### src/rtl/fifo_stream_reader_pkg.sv
// -----------------------------------------------------------------------------
// fifo_package
// Shared types and constants for the FIFO stream reader and its skid buffer.
//   DATA_W_DEF    : default FIFO / stream data width
//   BEAT_W        : width of the burst position counter, sized for the
//                   largest supported burst length (256)
//   beat_t        : burst position counter type
//   stream_beat_t : one delivered stream word {data, last}
//   beat_advance  : burst position increment with wrap at the final beat
// -----------------------------------------------------------------------------
package fifo_package;

    localparam int DATA_W_DEF    = 8;
    localparam int BURST_LEN_MAX = 256;
    localparam int BEAT_W        = $clog2(BURST_LEN_MAX + 1);

    typedef logic [BEAT_W-1:0] beat_t;

    typedef struct packed {
        logic [DATA_W_DEF-1:0] data;
        logic                  last;
    } stream_beat_t;

    // Next burst position: wraps to zero after the final beat of a burst.
    function automatic beat_t beat_advance(input beat_t beat, input beat_t last_beat);
        beat_t nxt;
        if (beat == last_beat) begin
            nxt = '0;
        end else begin
            nxt = beat + beat_t'(1);
        end
        return nxt;
    endfunction

endpackage

### src/rtl/fifo_stream_reader_skid2.sv
// -----------------------------------------------------------------------------
// fifo_skid2
// Two-entry, fully registered, in-order skid buffer. There is no bypass from
// din to head: a pushed word appears on head no earlier than the next cycle.
// Ports:
//   clk      : clock
//   rst      : synchronous active-low reset
//   push     : capture din this cycle
//   pop      : head consumed this cycle (ignored while empty)
//   din      : word to capture
//   head     : oldest held word (registered)
//   valid    : head holds a word (registered)
//   occ      : entries held, 0..2
//   occ_next : occupancy after this cycle's push/pop
// -----------------------------------------------------------------------------
module fifo_skid2
    import fifo_package::*;
#(
    parameter int DATA_W = DATA_W_DEF
) (
    input  logic              clk,
    input  logic              rst,
    input  logic              push,
    input  logic              pop,
    input  logic [DATA_W-1:0] din,
    output logic [DATA_W-1:0] head,
    output logic              valid,
    output logic [1:0]        occ,
    output logic [1:0]        occ_next
);

    logic [DATA_W-1:0] head_q, head_d;
    logic [DATA_W-1:0] tail_q, tail_d;
    logic [1:0]        occ_q, occ_d;
    logic              valid_q, valid_d;
    logic              pop_s;
    logic              push_s;

    // A pop on an empty buffer, or a push into a full one without a pop, is
    // dropped so the occupancy can never leave 0..2.
    assign pop_s  = pop & (occ_q != 2'd0);
    assign push_s = push & ((occ_q != 2'd2) | pop_s);

    // Next-state of the two entries and the occupancy.
    always_comb begin
        head_d = head_q;
        tail_d = tail_q;
        occ_d  = occ_q;
        case ({push_s, pop_s})
            2'b10: begin
                case (occ_q)
                    2'd0:    head_d = din;
                    2'd1:    tail_d = din;
                    default: tail_d = tail_q;
                endcase
                occ_d = occ_q + 2'd1;
            end
            2'b01: begin
                head_d = tail_q;
                occ_d  = occ_q - 2'd1;
            end
            2'b11: begin
                // Occupancy unchanged: the second entry advances and the new
                // word queues behind it (or becomes head if it was alone).
                if (occ_q == 2'd1) begin
                    head_d = din;
                end else begin
                    head_d = tail_q;
                    tail_d = din;
                end
            end
            default: begin
                occ_d = occ_q;
            end
        endcase
        valid_d = (occ_d != 2'd0);
    end

    // Entry and occupancy registers.
    always_ff @(posedge clk) begin
        if (!rst) begin
            head_q  <= '0;
            tail_q  <= '0;
            occ_q   <= 2'd0;
            valid_q <= 1'b0;
        end else begin
            head_q  <= head_d;
            tail_q  <= tail_d;
            occ_q   <= occ_d;
            valid_q <= valid_d;
        end
    end

    assign head     = head_q;
    assign valid    = valid_q;
    assign occ      = occ_q;
    assign occ_next = occ_d;

endmodule

### src/rtl/fifo_stream_reader.sv
// -----------------------------------------------------------------------------
// fifo_stream_reader
// Read-side master for a FIFO with one cycle of read latency. Words are pulled
// from the FIFO into a 2-entry skid buffer and presented as a valid/ready
// stream at up to one word per clock; every BURST_LEN-th delivered word is
// flagged with m_last, and delivered words are counted in words_out.
// Ports:
//   clk        : clock
//   rst        : synchronous active-low reset
//   enable     : allow new FIFO reads (buffered words drain regardless)
//   fifo_empty : FIFO empty flag
//   fifo_rd_en : FIFO read strobe
//   fifo_data  : FIFO read data, valid the cycle after fifo_rd_en
//   m_valid    : output word valid
//   m_ready    : downstream accepts the word
//   m_data     : output word
//   m_last     : final word of a burst
//   words_out  : words accepted downstream since reset (wraps)
//   busy       : words buffered or a read in flight
// -----------------------------------------------------------------------------
module fifo_stream_reader
    import fifo_package::*;
#(
    parameter int DATA_W    = DATA_W_DEF,
    parameter int BURST_LEN = 4,
    parameter int CNT_W     = 16
) (
    input  logic              clk,
    input  logic              rst,
    input  logic              enable,
    input  logic              fifo_empty,
    output logic              fifo_rd_en,
    input  logic [DATA_W-1:0] fifo_data,
    output logic              m_valid,
    input  logic              m_ready,
    output logic [DATA_W-1:0] m_data,
    output logic              m_last,
    output logic [CNT_W-1:0]  words_out,
    output logic              busy
);

    localparam beat_t LAST_BEAT = beat_t'(BURST_LEN - 1);

    logic             inflight_q, inflight_d;
    beat_t            beat_q, beat_d;
    logic [CNT_W-1:0] words_q, words_d;
    logic             last_q, last_d;
    logic             busy_q, busy_d;

    logic             valid_s;
    logic             pop_s;
    logic             rd_en_s;
    logic [1:0]       occ_s;
    logic [1:0]       occ_next_s;
    logic [2:0]       fill_s;

    assign pop_s  = valid_s & m_ready;

    // Entries that will be committed once everything in flight lands; a new
    // read is only issued while that leaves room for its returning word.
    assign fill_s  = {1'b0, occ_s} + {2'b00, inflight_q} - {2'b00, pop_s};
    assign rd_en_s = rst & enable & ~fifo_empty & (fill_s < 3'd2);

    fifo_skid2 #(
        .DATA_W (DATA_W)
    ) u_skid (
        .clk      (clk),
        .rst      (rst),
        .push     (inflight_q),
        .pop      (pop_s),
        .din      (fifo_data),
        .head     (m_data),
        .valid    (valid_s),
        .occ      (occ_s),
        .occ_next (occ_next_s)
    );

    // Next-state of the burst position, word counter and registered flags.
    always_comb begin
        inflight_d = rd_en_s;
        if (pop_s) begin
            beat_d  = beat_advance(beat_q, LAST_BEAT);
            words_d = words_q + {{(CNT_W-1){1'b0}}, 1'b1};
        end else begin
            beat_d  = beat_q;
            words_d = words_q;
        end
        // m_last is evaluated against the word that will be at the head next.
        last_d = (occ_next_s != 2'd0) & (beat_d == LAST_BEAT);
        busy_d = (occ_next_s != 2'd0) | rd_en_s;
    end

    // Control and status registers; reset also drops any returning read.
    always_ff @(posedge clk) begin
        if (!rst) begin
            inflight_q <= 1'b0;
            beat_q     <= '0;
            words_q    <= '0;
            last_q     <= 1'b0;
            busy_q     <= 1'b0;
        end else begin
            inflight_q <= inflight_d;
            beat_q     <= beat_d;
            words_q    <= words_d;
            last_q     <= last_d;
            busy_q     <= busy_d;
        end
    end

    assign fifo_rd_en = rd_en_s;
    assign m_valid    = valid_s;
    assign m_last     = last_q;
    assign words_out  = words_q;
    assign busy       = busy_q;

endmodule

### config.mk
export PLATFORM = sky130hd
export DESIGN_NAME = fifo_stream_reader
export DESIGN_NICKNAME = d
export VERILOG_FILES = /design/src/rtl/fifo_stream_reader_pkg.sv /design/src/rtl/fifo_stream_reader_skid2.sv /design/src/rtl/fifo_stream_reader.sv
export SDC_FILE = /design/constraint.sdc
export NUM_CORES = 1
export LEC_CHECK = 0
export ABC_AREA = 1
export BUFFER_PORTS_ARGS = -buffer_cell sky130_fd_sc_hd__buf_2
export CAP_MARGIN = 20
export CORE_ASPECT_RATIO = 1.2
export CORE_MARGIN = 2
export CORE_UTILIZATION = 60
export DETAILED_ROUTE_END_ITERATION = 16
export GPL_TIMING_DRIVEN = 0
export PLACE_DENSITY = 0.84
export SYNTH_ARGS = -nofsm -noshare
export SYNTH_HDL_FRONTEND = slang
export SYNTH_SLANG_ARGS = --single-unit
### constraint.sdc
create_clock -name clk -period 5.1 [get_ports clk]
set_clock_uncertainty 0.15 [all_clocks]
set_input_delay 1.275 -clock clk [delete_from_list [all_inputs] [get_ports clk]]
set_output_delay 1.275 -clock clk [all_outputs]
set_load 0.02 [all_outputs]
==> summary.txt <==
status: finished clean
Reg clk slew, reported paths: 0.09 ns
Placeable Area: 3973 um^2
Max Slew Vio Count: 0
Vias/cell: 5.333
Max VDD drop: 0.1405 mV
area share of fa/ha/maj cells after synthesis: 3.785%
Seq cells post-synth: 47
Sw Ratio: 26.87%
die width: 63.07 um
die area: 4723 um^2
area leader, netlist: dfxtp_1
placed instance count: 456
Inserted Diodes: 0
Syn. warnings: 0
WL per Instance: 11.84 um
Setup CP Type: primary input to primary output
sequential element share of the synthesized area: 37.45%
Hold Buf Count CTS: 0
Final Non-Filler Cells: 463
largest cells by area after synthesis: dfxtp_1, nand2_1, o21ai_0, inv_1, a21oi_1
DR iter-0 viols: 228
xor and xnor area share after synthesis: 1.046%
worst rel slew slack: 68.59%
via count: 2469
num ports: 41
mux share of post-synthesis cell area: 0.3984%
initial antenna violation count: 0
largest net degree at the start of global routing: 15
Yosys top cell area share: 37.45%
Nets: 429
area grow syn2layout: 14.89%
startpoint types: primary input
Core Util, Final: 72.66%
WL final: 5480 um
first-pass GRT wire length: 9715 um
Worst Tran Pin Value: 0.4711 ns
Pre-antenna DRT Iters: 4
NetSw: 205.9 uW
layout cells sized above 1: 16.87%
setup TNS: 0 ns
total power: 766.1 uW
Post-Synth Simple-Gate Area: 29.58%
DRC violations left: 0
CTS sink cnt: 47
grt ovf: 0
Initial Util: 63.24%
Post-CTS Setup Bufs: 0
Min Clock Period, post-route: 4.849 ns
Crit. End Element: primary output
most used cell, CP: buf_2
maxcap violations: 0
synth unique cells: 36
Combinational Power Share: 13.2%
clk buf depth: 2
total CTS buffers: 5
routability-driven placement congestion ratio: 0.8931
Crit-path slowest cell: fa_1
IO buf count: 40
slowest stage delay, CP: 0.38 ns
Reg area: 940.9 um^2
synthesized area: 2512 um^2
worst-path maximum fanout: 10
share of flip-flops with an asynchronous set or reset: 0%
Post-DP HPWL: 4112 um
footprint of the multi-input gates: 1334 um^2
most frequent cells after synthesis: nand2_1, dfxtp_1, inv_1
main combinational cell family by area after synthesis: simple AND/OR/NAND/NOR gates
Filler cells: 347
RSZ-0062 raised after global routing: false
GRT Total Usage: 25.74%
clock power share: 35.7%
Fmax: 206.2 MHz
CP Cell Sequence: buf_2, nand2_4, buf_2, inv_2, ha_1, or2_2, fa_1, xnor2_1, nand2_1, nor3_1, buf_2
Pwr Density: 265.4 nW/um^2
CTS tree: built
Syn Nets: 382
Hold Fails Final Rpt: 0
Syn Inst Count: 362
syn avg cell area: 6.940 um^2
Cell Rows: 25
Synth Area in Compound Gates: 18.28%
final setup vio count: 0
clock root buffer master: clkbuf_8
H-tree Lvls: 2
Min-Delay Path Class: register to register
CP arrival: 3.42 ns
Final period util: 95.09%
Seq pwr share: 51.1%
internal power: 560.2 uW
Synth Flop Type: dfxtp_1
post-cts gate resize count: 0
DIE HEIGHT: 74.89 um
Pleak: 1.356 nW
vias in the first global route: 2332
Critical Path RT: 3.67 ns
count leader, synth: nand2_1
Worst-Skew Late Latency: 0.30 ns
remaining antenna violation count: 0
Post-synth EDFFs: 0
flip-flops by register name (all words and copies together), names as in the netlist:
name	cells
beat_q	9
inflight_q	1
u_skid.occ	2
u_skid.head	8
u_skid.valid	1
words_out	16
m_last	1
u_skid.tail_q	8
busy	1
cell families (layout without fill, tap and decap cells):
| family | Yosys count | count (layout) |
|---|---|---|
| DFF | 47 | 47 |
| buffers and inverters | 59 | 106 |
| adders and majority gates | 7 | 7 |
| AOI/OAI and AO/OA | 81 | 81 |
| xor gates and xnor gates | 3 | 3 |
| muxes | 1 | 1 |
| and+or+nand+nor | 164 | 164 |
placed cells by master (no fill, tap or decap), types with 2 or more instances in the layout:
| master | count |
|---|---|
| a21oi_1 | 27 |
| a31oi_1 | 2 |
| buf_2 | 44 |
| clkbuf_1 | 4 |
| clkbuf_8 | 5 |
| dfxtp_1 | 47 |
| ha_1 | 6 |
| inv_1 | 46 |
| inv_2 | 3 |
| nand2_1 | 85 |
| nand2_2 | 3 |
| nand2_4 | 2 |
| nand3_1 | 22 |
| nand3_2 | 2 |
| nand3b_1 | 2 |
| nand4_1 | 6 |
| nor2_1 | 32 |
| nor3_1 | 4 |
| o21a_1 | 2 |
| o21ai_0 | 35 |
| o21ai_1 | 4 |
| o221ai_1 | 8 |
| xor2_1 | 2 |
layer usage:
metal,vias up,part of all wire [%],global-route usage (%)
met1,1113,44,28.57
met5,-,0,0
met4,0,1.5,12.84
li1,1283,-,-
met3,9,4.3,4.783
met2,64,50,47.87
through the flow:
step	cell area [um^2]	worst slack [ns]	hold slack, ns
final	2887	0.2506	0.3263
after global routing	2887	0.1024	0.3461
after CTS	2887	0.2399	0.3256
after detailed placement	2780	0.2396	0.3085
after global placement	2780	0.2624	0.3074
after floorplan	2512	0.3887	0.2884
cell type report:
type,instances,area share (%)
Multi-Input combinational cell,256,46.21
Sequential cell,47,32.60
Timing Repair Buffer,40,6.935
Inverter,49,6.372
Clock buffer,5,2.384
Tap cell,54,2.341
Buffer,10,1.864
Clock inverter,2,1.300
worst paths after layout:
kind | startpoint | endpoint | slack, ns | depth (start not counted)
max | m_ready | fifo_rd_en | 0.25 | 11
min | u_skid.tail_q[7]$_SDFFE_PN0P_ | u_skid.tail_q[7]$_SDFFE_PN0P_ | 0.33 | 2
max reg2reg | u_skid.valid$_SDFF_PN0_ | busy$_SDFF_PN0_ | 2.52 | 10
min reg2reg | u_skid.tail_q[7]$_SDFFE_PN0P_ | u_skid.tail_q[7]$_SDFFE_PN0P_ | 0.33 | 2
power by group through the flow:
stage | logic [mW] | clock network, mW | registers, mW
4_1_cts | 0.101 | 0.276 | 0.391
2_1_floorplan | 0.0612 | 0 | 0.408
3_3_place_gp | 0.0974 | 0 | 0.399
5_1_grt | 0.115 | 0.287 | 0.393
3_5_place_dp | 0.100 | 0 | 0.400
6_report | 0.101 | 0.274 | 0.391
worst max-delay path: cells and delay by family:
family        cells  cell delay (ns)
simple gates      4             0.67
fa+ha+maj         2             0.65
buf+inv           4             0.70
xor+xnor          1             0.14
Note: power is estimated with default switching activity, not from simulation.
